File: config.mk
export PLATFORM = sky130hd
export DESIGN_NAME = uart_rx_flat
export DESIGN_NICKNAME = d
export VERILOG_FILES = /design/src/rtl/uart_rx_if.sv /design/src/rtl/uart_rx.sv /design/src/flat_wrapper.sv
export SDC_FILE = /design/constraint.sdc
export NUM_CORES = 1
export LEC_CHECK = 0
export BUFFER_PORTS_ARGS = -buffer_cell sky130_fd_sc_hd__buf_2
export CORE_ASPECT_RATIO = 0.8
export CORE_UTILIZATION = 52
export CTS_CLUSTER_SIZE = 25
export DETAILED_ROUTE_END_ITERATION = 12
export PLACE_DENSITY = 0.74
export SYNTH_ARGS = -nofsm -noshare
export SYNTH_HDL_FRONTEND = slang
export SYNTH_SLANG_ARGS = --single-unit
File: constraint.sdc
create_clock -name clk -period 1.61 [get_ports clk]
set_input_delay 0.322 -clock clk [delete_from_list [all_inputs] [get_ports clk]]
set_output_delay 0.322 -clock clk [all_outputs]
set_load 0.05 [all_outputs]
File: src/rtl/uart_rx_if.sv
// Receive-side result bus of the UART: the held character, its qualifying
// error flags, the one-cycle completion strobe and the busy indication.
interface uart_rx_if #(
    parameter int DATA_BITS = 8
);
    logic [DATA_BITS-1:0] rx_data;
    logic                 rx_valid;
    logic                 parity_err;
    logic                 frame_err;
    logic                 busy;

    // Receiver drives the bus
    modport master (
        output rx_data,
        output rx_valid,
        output parity_err,
        output frame_err,
        output busy
    );

    // Consumer of received characters
    modport slave (
        input rx_data,
        input rx_valid,
        input parity_err,
        input frame_err,
        input busy
    );
endinterface

File: src/rtl/uart_rx.sv
// UART serial receiver: two-flop synchronizer followed by a mid-bit sampling
// FSM. Frames are idle-high, one start bit, data LSB first, optional parity,
// one stop bit. Each completed frame produces a one-cycle rx_valid with the
// character and its error flags held until the next frame completes.
//
//  state    | meaning
//  ---------+-------------------------------------------------------------
//  S_IDLE   | line idle, waiting for rx_s to fall
//  S_START  | counting to mid start bit, rejecting glitches
//  S_DATA   | sampling DATA_BITS data bits at mid-bit
//  S_PARITY | sampling the parity bit, result kept as a pending flag
//  S_STOP   | sampling the stop bit, then publishing the frame next cycle
//  S_BREAK  | stop bit was 0; waiting for the line to return high
module uart_rx #(
    parameter int CLKS_PER_BIT = 16,
    parameter int DATA_BITS    = 8,
    parameter int PARITY_EN    = 1,
    parameter int PARITY_ODD   = 0
) (
    input  logic       clk,
    input  logic       rst,
    input  logic       rx_in,
    uart_rx_if.master  rx_bus
);

    localparam int CW = $clog2(CLKS_PER_BIT);
    localparam int BW = (DATA_BITS > 1) ? $clog2(DATA_BITS) : 1;

    localparam logic [CW-1:0] HALF_M1  = CW'(CLKS_PER_BIT / 2 - 1);
    localparam logic [CW-1:0] FULL_M1  = CW'(CLKS_PER_BIT - 1);
    localparam logic [BW-1:0] LAST_BIT = BW'(DATA_BITS - 1);
    localparam logic          ODD_BIT  = (PARITY_ODD != 0);
    localparam logic          PAR_ON   = (PARITY_EN != 0);

    typedef enum logic [2:0] {
        S_IDLE,
        S_START,
        S_DATA,
        S_PARITY,
        S_STOP,
        S_BREAK
    } state_t;

    state_t               state_q;
    logic [1:0]           sync_q;
    logic                 rx_s;
    logic [CW-1:0]        clk_cnt_q;
    logic [BW-1:0]        bit_cnt_q;
    logic [DATA_BITS-1:0] shift_q;
    logic [DATA_BITS-1:0] shift_d;
    logic                 par_pend_q;
    logic                 par_pend_d;
    logic                 stop_bit_q;
    logic                 stop_seen_q;
    logic [DATA_BITS-1:0] rx_data_q;
    logic                 rx_valid_q;
    logic                 parity_err_q;
    logic                 frame_err_q;
    logic                 busy_q;

    assign rx_s = sync_q[1];

    // New sampled bit enters at the MSB so the character ends up LSB-aligned
    assign shift_d    = {rx_s, shift_q[DATA_BITS-1:1]};
    assign par_pend_d = (^shift_q) ^ rx_s ^ ODD_BIT;

    // Two-flop synchronizer for the asynchronous line, reset to idle level
    always_ff @(posedge clk) begin
        if (rst) begin
            sync_q <= 2'b11;
        end else begin
            sync_q <= {sync_q[0], rx_in};
        end
    end

    // Receive FSM with counters and registered outputs
    always_ff @(posedge clk) begin
        if (rst) begin
            state_q      <= S_IDLE;
            clk_cnt_q    <= '0;
            bit_cnt_q    <= '0;
            shift_q      <= '0;
            par_pend_q   <= 1'b0;
            stop_bit_q   <= 1'b1;
            stop_seen_q  <= 1'b0;
            rx_data_q    <= '0;
            rx_valid_q   <= 1'b0;
            parity_err_q <= 1'b0;
            frame_err_q  <= 1'b0;
            busy_q       <= 1'b0;
        end else begin
            rx_valid_q <= 1'b0;
            case (state_q)
                S_IDLE: begin
                    if (!rx_s) begin
                        state_q     <= S_START;
                        clk_cnt_q   <= '0;
                        par_pend_q  <= 1'b0;
                        stop_seen_q <= 1'b0;
                        busy_q      <= 1'b1;
                    end
                end

                S_START: begin
                    if (clk_cnt_q == HALF_M1) begin
                        clk_cnt_q <= '0;
                        if (!rx_s) begin
                            state_q   <= S_DATA;
                            bit_cnt_q <= '0;
                        end else begin
                            // Start bit gone by mid-bit: line glitch, not a frame
                            state_q <= S_IDLE;
                            busy_q  <= 1'b0;
                        end
                    end else begin
                        clk_cnt_q <= clk_cnt_q + CW'(1);
                    end
                end

                S_DATA: begin
                    if (clk_cnt_q == FULL_M1) begin
                        clk_cnt_q <= '0;
                        shift_q   <= shift_d;
                        if (bit_cnt_q == LAST_BIT) begin
                            state_q <= PAR_ON ? S_PARITY : S_STOP;
                        end else begin
                            bit_cnt_q <= bit_cnt_q + BW'(1);
                        end
                    end else begin
                        clk_cnt_q <= clk_cnt_q + CW'(1);
                    end
                end

                S_PARITY: begin
                    if (clk_cnt_q == FULL_M1) begin
                        clk_cnt_q  <= '0;
                        par_pend_q <= par_pend_d;
                        state_q    <= S_STOP;
                    end else begin
                        clk_cnt_q <= clk_cnt_q + CW'(1);
                    end
                end

                S_STOP: begin
                    if (stop_seen_q) begin
                        // Publish one cycle after the stop sample
                        stop_seen_q  <= 1'b0;
                        rx_data_q    <= shift_q;
                        parity_err_q <= PAR_ON & par_pend_q;
                        frame_err_q  <= ~stop_bit_q;
                        rx_valid_q   <= 1'b1;
                        if (stop_bit_q) begin
                            state_q <= S_IDLE;
                            busy_q  <= 1'b0;
                        end else begin
                            state_q <= S_BREAK;
                        end
                    end else if (clk_cnt_q == FULL_M1) begin
                        clk_cnt_q   <= '0;
                        stop_bit_q  <= rx_s;
                        stop_seen_q <= 1'b1;
                    end else begin
                        clk_cnt_q <= clk_cnt_q + CW'(1);
                    end
                end

                S_BREAK: begin
                    // A line held low must return high before a new start counts
                    if (rx_s) begin
                        state_q <= S_IDLE;
                        busy_q  <= 1'b0;
                    end
                end

                default: begin
                    state_q <= S_IDLE;
                    busy_q  <= 1'b0;
                end
            endcase
        end
    end

    assign rx_bus.rx_data    = rx_data_q;
    assign rx_bus.rx_valid   = rx_valid_q;
    assign rx_bus.parity_err = parity_err_q;
    assign rx_bus.frame_err  = frame_err_q;
    assign rx_bus.busy       = busy_q;

endmodule
File: src/flat_wrapper.sv
// flat-port wrapper written by rule: the top's interface ports become plain ports
module uart_rx_flat 
#(
    parameter int CLKS_PER_BIT = 16,
    parameter int DATA_BITS    = 8,
    parameter int PARITY_EN    = 1,
    parameter int PARITY_ODD   = 0
)
  (clk, rst, rx_in, rx_bus_rx_data, rx_bus_rx_valid, rx_bus_parity_err, rx_bus_frame_err, rx_bus_busy);
  uart_rx_if #(.DATA_BITS(DATA_BITS)) rx_bus_i ();
  input  logic clk;
  input  logic rst;
  input  logic rx_in;
  output wire logic [$bits(rx_bus_i.rx_data)-1:0] rx_bus_rx_data;
  output wire logic [$bits(rx_bus_i.rx_valid)-1:0] rx_bus_rx_valid;
  output wire logic [$bits(rx_bus_i.parity_err)-1:0] rx_bus_parity_err;
  output wire logic [$bits(rx_bus_i.frame_err)-1:0] rx_bus_frame_err;
  output wire logic [$bits(rx_bus_i.busy)-1:0] rx_bus_busy;
  assign rx_bus_rx_data = rx_bus_i.rx_data;
  assign rx_bus_rx_valid = rx_bus_i.rx_valid;
  assign rx_bus_parity_err = rx_bus_i.parity_err;
  assign rx_bus_frame_err = rx_bus_i.frame_err;
  assign rx_bus_busy = rx_bus_i.busy;
  uart_rx #(.CLKS_PER_BIT(CLKS_PER_BIT), .DATA_BITS(DATA_BITS), .PARITY_EN(PARITY_EN), .PARITY_ODD(PARITY_ODD)) u_core (.clk(clk), .rst(rst), .rx_in(rx_in), .rx_bus(rx_bus_i));
endmodule
==> results_dict.tcl, run 1 <==
set metrics [dict create \
    run_status "finished, final reports clean" \
    p_total_mw 2.01 \
    layout-drive-gt1-share 0.287 \
    synthDistinctLibCells 51 \
    fp.dieArea_mm2 0.00349 \
    floorplan.initialDensity 0.549 \
    synth_seq_cells 35 \
    slew_headroom 0.731 \
    finalSetupViolCount 0 \
    worst_ep_arrival_time_ns 1.80 \
    synth_edf_count 0 \
    layoutNonFillerInstCount 256 \
    worstMarginPinSlew_ns 0.401 \
    drt.antenna.violating_nets 0 \
    synthDominantCellAreaShare 0.414 \
    flip_flop_cell_with_the_highest_count_after_synthesis "sky130_fd_sc_hd__dfxtp_1" \
    final-hold-violation-count 0 \
    critical_path_class "flop to flop" \
    crit_fanout 10 \
    clock_tree.buffer_depth 2 \
    grt_max_degree 24 \
    post-synth-top-area-cell "sky130_fd_sc_hd__dfxtp_1" \
    cellPowerDensity_mw_per_mm2 966 \
    synth_async_sr_flop_share 0 \
    clock_insertion_delay_worst_skew_ns 0.29 \
    synth_top_cells_by_area "sky130_fd_sc_hd__dfxtp_1 (41%), sky130_fd_sc_hd__a21oi_1 (5.9%), sky130_fd_sc_hd__mux2i_1 (5.3%)" \
    ctsRootBufferMaster "sky130_fd_sc_hd__clkbuf_8" \
    finClkSkew_ns 0.00418 \
    post-route-min-period_ns 1.59 \
    worstSetupStartpoint "u_core.state_q[1]" \
    ioPinCount 15 \
    tritoncts "built" \
    swShare 0.250 \
    vias_in_the_first_global_route 1326 \
    power.switching_mw 0.501 \
    report.final.slew_viol_count 0 \
    antennaDiodeCount 0 \
    post_synth_inst_count 191 \
    via_count 1488 \
    netlist_area_mm2 0.00169 \
    cts.reportedPaths.clkPinSlew_ns 0.07 \
    multi_input_comb_area_mm2 0.00100 \
    max_freq_mhz 630 \
    cp_data_required_time_ns 1.83 \
    buffer_ports.inserted 14 \
    core_area_mm2 0.00309 \
    layout-area-overhead-vs-synth_pct 22.7 \
    postSynthNetCount 197 \
    track_usage 0.247 \
    synth_seq_area_share 0.414 \
    dr.pass1.iters 4 \
    drt_first_iter_violations 97 \
    rsz0062_at_grt "yes" \
    wire_length_of_the_first_global_routing_pass_um 6200 \
    worst_hold_path_type "input pin to flop" \
    clock_power_share 0.408 \
    synth_top_cells_by_count "sky130_fd_sc_hd__dfxtp_1 (35), sky130_fd_sc_hd__nand2_1 (23), sky130_fd_sc_hd__a21oi_1 (20)" \
    ir_drop_v 0.000608 \
    min_period_over_period 0.986 \
    max_cap_viol 0 \
    grt_antenna_before_repair 0 \
    cts_hold_repair.buffers 0 \
    hpwlAfterDp_um 2710 \
    combinationalPowerShare 0.134 \
    post-cts-setup-buffer-count 0 \
    placed_cells 248 \
    dpl-instance-area_mm2 0.00186 \
    p_seq_frac 0.458 \
    clock_sink_count 35 \
    floorplan.die.height_um 53.0 \
    wl_per_cell_um 15.8 \
    power_report.internal_total_mw 1.51 \
    num-nets-final 221 \
    rr_startpoint "u_core.state_q[1]" \
    worstHoldStart "rx_in" \
    finalHoldWorstSlack_ns 0.210 \
    setup.worst_path.start_class "flop" \
    die_width_um 65.8 \
    final_area_mm2 0.00208 \
    dp_slack_ns -0.0943 \
    viasPerCell 5.81 \
    gpl.final_weighted_congestion 0.902 \
    setup_slack_ns 0.0229 \
    htree_num_levels 2 \
    route.detailed.drc 0 \
    post-synth-top-count-cell "sky130_fd_sc_hd__dfxtp_1" \
    fillers 236 \
    seqCellArea_um2 706 \
    cts_inserted_buffers 5 \
    regToRegSetupSlack_ns 0.02 \
    core.rowCount 18 \
    finalWirelength_um 4050 \
    leakage_nw 0.858 \
    grt_overflow_total 0 \
    synth_warnings 0 \
    endpoint_kind "flop" \
    syn_area_per_cell_um2 8.86 \
]
[placed cells by master (no fill, tap or decap), types with 3 or more instances in the layout]
cell type                  synthesis  routed
sky130_fd_sc_hd__nand2_1          23      23
sky130_fd_sc_hd__inv_1             3       3
sky130_fd_sc_hd__dfxtp_2           0       4
sky130_fd_sc_hd__o21ai_0           6       4
sky130_fd_sc_hd__buf_2             4      14
sky130_fd_sc_hd__clkbuf_8          0       6
sky130_fd_sc_hd__nand4_1           5       5
sky130_fd_sc_hd__a21oi_1          20      19
sky130_fd_sc_hd__nor2_1           13      13
sky130_fd_sc_hd__nand2b_1          4       4
sky130_fd_sc_hd__nand3_1           6       5
sky130_fd_sc_hd__mux2i_1           9       8
sky130_fd_sc_hd__nor3_1            6       6
sky130_fd_sc_hd__dfxtp_1          35      31
sky130_fd_sc_hd__xnor2_1           4       4
sky130_fd_sc_hd__buf_4             1      14
[power groups by stage]
| stage | Clock (mW) | Combinational, mW | Sequential [mW] |
|---|---|---|---|
| floorplan | 0 | 0.181 | 0.934 |
| global placement | 0 | 0.237 | 0.926 |
| detailed placement | 0 | 0.241 | 0.927 |
| CTS | 0.834 | 0.243 | 0.908 |
| global route | 0.880 | 0.294 | 0.922 |
| finish | 0.818 | 0.269 | 0.919 |
[per-stage QoR]
| stage | TNS (ns) | util |
|---|---|---|
| 6_report | 0 | 0.673 |
| 5_1_grt | -0.0976 | 0.673 |
| 4_1_cts | -0.0502 | 0.647 |
| 3_5_place_dp | -0.683 | 0.604 |
| 3_3_place_gp | -0.0650 | 0.604 |
| 2_1_floorplan | 0 | - |
[final timing paths]
| path | end | cells after the start |
|---|---|---|
| max reg2reg | u_core.state_q[2] | 4 |
| min | u_core.sync_q[0] | 2 |
| max | u_core.state_q[2] | 4 |
| min reg2reg | u_core.sync_q[1] | 1 |
[cell type report]
type,instances,area share
clock buffer,6,0.0398
clock inverter,2,0.0169
inverter,4,0.00723
multi-input combinational,140,0.483
sequential,35,0.340
tap,40,0.0241
timing repair buffer,29,0.0898
[timing repair]
item | CTS | global route
resized for setup | 3 | 20
cloned | 0 | 0
setup endpoints to repair | 11 | 27
pin swaps | 0 | 4
[kinds of logic (layout without fill, tap and decap cells)]
| family | Yosys count | after routing | share of synthesized area |
|---|---|---|---|
| mux | 9 | 9 | 0.0532 |
| xor+xnor | 7 | 7 | 0.0525 |
| buf+inv | 16 | 41 | 0.0451 |
| simple gates | 77 | 77 | 0.236 |
| compound gates | 44 | 44 | 0.177 |
| fa+ha+maj | 3 | 3 | 0.0222 |
| flops | 35 | 35 | 0.414 |
[per-layer routing]
layer / wire [um] / up-vias / track usage
met3: 308 / 11 / 0.0625
met1: 1830 / 689 / 0.332
met5: 0 / - / 0
met2: 1820 / 60 / 0.359
li1: - / 728 / -
met4: 84 / 0 / 0.134
[worst max-delay path, stage by stage, from the launching register on]
cell and delay [ns]:
sky130_fd_sc_hd__dfxtp_1 0.42, sky130_fd_sc_hd__or2_1 0.32, sky130_fd_sc_hd__o32a_4 0.44, sky130_fd_sc_hd__a31o_1 0.20, sky130_fd_sc_hd__a21oi_1 0.13
[flip-flops by register name, indices dropped and copies added, names as in the netlist]
name	count
u_core.rx_bus.busy	1
u_core.clk_cnt_q	4
u_core.state_q	3
u_core.rx_bus.rx_data	8
u_core.rx_bus.rx_valid	1
u_core.rx_bus.frame_err	1
u_core.shift_q	8
u_core.sync_q	2
u_core.stop_bit_q	1
u_core.bit_cnt_q	3
u_core.stop_seen_q	1
u_core.par_pend_q	1
u_core.rx_bus.parity_err	1
(Power assumes the default switching activity.)
==> run 2: changes to the inputs <==
--- a/config.mk
+++ b/config.mk
@@ -6,11 +6,12 @@
 export NUM_CORES = 1
 export LEC_CHECK = 0
 export BUFFER_PORTS_ARGS = -buffer_cell sky130_fd_sc_hd__buf_2
-export CORE_ASPECT_RATIO = 0.8
+export CORE_ASPECT_RATIO = 1.5
 export CORE_UTILIZATION = 52
 export CTS_CLUSTER_SIZE = 25
 export DETAILED_ROUTE_END_ITERATION = 12
 export PLACE_DENSITY = 0.74
+export SETUP_SLACK_MARGIN = 0.05
 export SYNTH_ARGS = -nofsm -noshare
 export SYNTH_HDL_FRONTEND = slang
 export SYNTH_SLANG_ARGS = --single-unit
==> results_dict.tcl, run 2 (synthesis results as in run 1) <==
set metrics [dict create \
    num-nets-final 225 \
    ir_drop_v 0.000752 \
    endpoint_kind "flop" \
    grt_antenna_before_repair 0 \
    core_area_mm2 0.00313 \
    dp_slack_ns -0.0140 \
    finClkSkew_ns 0.00472 \
    post-route-min-period_ns 1.59 \
    htree_num_levels 2 \
    route.detailed.drc 0 \
    grt_max_degree 23 \
    min_period_over_period 0.988 \
    fillers 259 \
    ctsRootBufferMaster "sky130_fd_sc_hd__clkbuf_8" \
    via_count 1470 \
    finalHoldWorstSlack_ns 0.212 \
    layout.cells.most_common "sky130_fd_sc_hd__dfxtp_1" \
    worstMarginPinSlew_ns 0.482 \
    dr.pass1.iters 4 \
    seqCellArea_um2 717 \
    grt_overflow_total 0 \
    finalWirelength_um 3880 \
    buffer_ports.inserted 14 \
    setup.worst_path.start_class "flop" \
    tritoncts "built" \
    critical_path_class "flop to flop" \
    ioPinCount 15 \
    timing.reg2reg.worst_path_depth 4 \
    setup_slack_ns 0.0192 \
    slew_headroom 0.676 \
    rr_startpoint "u_core.state_q[0]" \
    min_path_cells 2 \
    die_width_um 48.6 \
    drt_first_iter_violations 40 \
    antennaDiodeCount 0 \
    clock_tree.buffer_depth 2 \
    finalSetupViolCount 0 \
    report.final.slew_viol_count 0 \
    core.rowCount 25 \
    timing.rr.end "u_core.stop_bit_q" \
    layout-drive-gt1-share 0.301 \
    viasPerCell 5.68 \
    cp_data_required_time_ns 1.79 \
    wl_per_cell_um 15.0 \
    layout-area-overhead-vs-synth_pct 24.2 \
    cts.reportedPaths.clkPinSlew_ns 0.07 \
    floorplan.initialDensity 0.541 \
    max_cap_viol 0 \
    cellPowerDensity_mw_per_mm2 873 \
    regToRegSetupSlack_ns 0.02 \
    crit_fanout 11 \
    holdPathEnd "u_core.sync_q[0]" \
    worst_ep_arrival_time_ns 1.77 \
    final-hold-violation-count 0 \
    clock_sink_count 35 \
    p_total_mw 1.83 \
    floorplan.die.height_um 71.9 \
    wire_length_of_the_first_global_routing_pass_um 6350 \
    leakage_nw 0.866 \
    worstHoldStart "rx_in" \
    clock_insertion_delay_worst_skew_ns 0.29 \
    hpwlAfterDp_um 2750 \
    worst_hold_path_type "input pin to flop" \
    run_status "finished, final reports clean" \
    vias_in_the_first_global_route 1433 \
    rsz0062_at_grt "yes" \
    finalCoreUtilization 0.672 \
    max_freq_mhz 629 \
    layout.cells.most_common_list "sky130_fd_sc_hd__dfxtp_1 (28), sky130_fd_sc_hd__nand2_1 (23), sky130_fd_sc_hd__a21oi_1 (19)" \
    gpl.final_weighted_congestion 0.939 \
    track_usage 0.242 \
    setup_total_negative_slack_ns 0 \
    drt.antenna.violating_nets 0 \
    multi_input_comb_area_mm2 0.00100 \
    cts_inserted_buffers 5 \
    fp.dieArea_mm2 0.00349 \
]
run 2: metrics by stage:
stage / area, um2 / cells
floorplan: 1710 / 191
global placement: 1900 / 250
detailed placement: 1900 / 250
CTS: 2030 / 257
global route: 2100 / 259
finish: 2100 / 259
run 2: worst max-delay path, cell delays in order, from the launching register on:
cell                      delay (ns)
sky130_fd_sc_hd__dfxtp_2        0.39
sky130_fd_sc_hd__or3b_4         0.43
sky130_fd_sc_hd__or3_4          0.39
sky130_fd_sc_hd__mux2i_1        0.20
sky130_fd_sc_hd__nand2_1        0.08
run 2: metal layers:
metal	share of wire	track usage	routed length, um	up-vias
li1	-	-	-	733
met1	0.38	0.239	1490	689
met2	0.55	0.452	2130	34
met3	0.034	0.0594	130	14
met4	0.034	0.141	132	0
met5	0	0	0	-
run 2: cell type report:
type	instances	area share
inverter	4	0.00714
clock inverter	1	0.00238
clock buffer	6	0.0393
sequential	35	0.341
multi-input combinational	140	0.477
tap	40	0.0238
timing repair buffer	33	0.109
run 2: worst max-delay path by stage:
| stage | startpoint | to | slack [ns] | cells after the start |
|---|---|---|---|---|
| 3_5_place_dp | u_core.state_q[0] | u_core.clk_cnt_q[3] | -0.01 | 5 |
| 5_1_grt | u_core.state_q[0] | u_core.stop_bit_q | -0.02 | 4 |
| 6_report | u_core.state_q[0] | u_core.stop_bit_q | 0.02 | 4 |
| 4_1_cts | u_core.clk_cnt_q[0] | u_core.state_q[0] | 0.06 | 6 |
| 2_1_floorplan | u_core.clk_cnt_q[0] | u_core.shift_q[0] | 0.08 | 6 |
| 3_3_place_gp | u_core.state_q[1] | u_core.state_q[2] | 0.04 | 5 |
run 2: repair_timing:
action                     4_1_cts  5_1_grt
setup endpoints to repair       18       19
pin swaps                        0        5
hold buffers                     0        0
setup buffers                    0        2
resized for setup                8       17
run 2: power by group:
| part | internal [mW] | total, mW | switching (mW) | leakage, nW |
|---|---|---|---|---|
| Sequential | 0.887 | 0.916 | 0.0293 | 0.286 |
| Combinational | 0.125 | 0.278 | 0.153 | 0.532 |
| Clock | 0.335 | 0.640 | 0.305 | 0.0470 |
| Total | 1.35 | 1.83 | 0.487 | 0.866 |
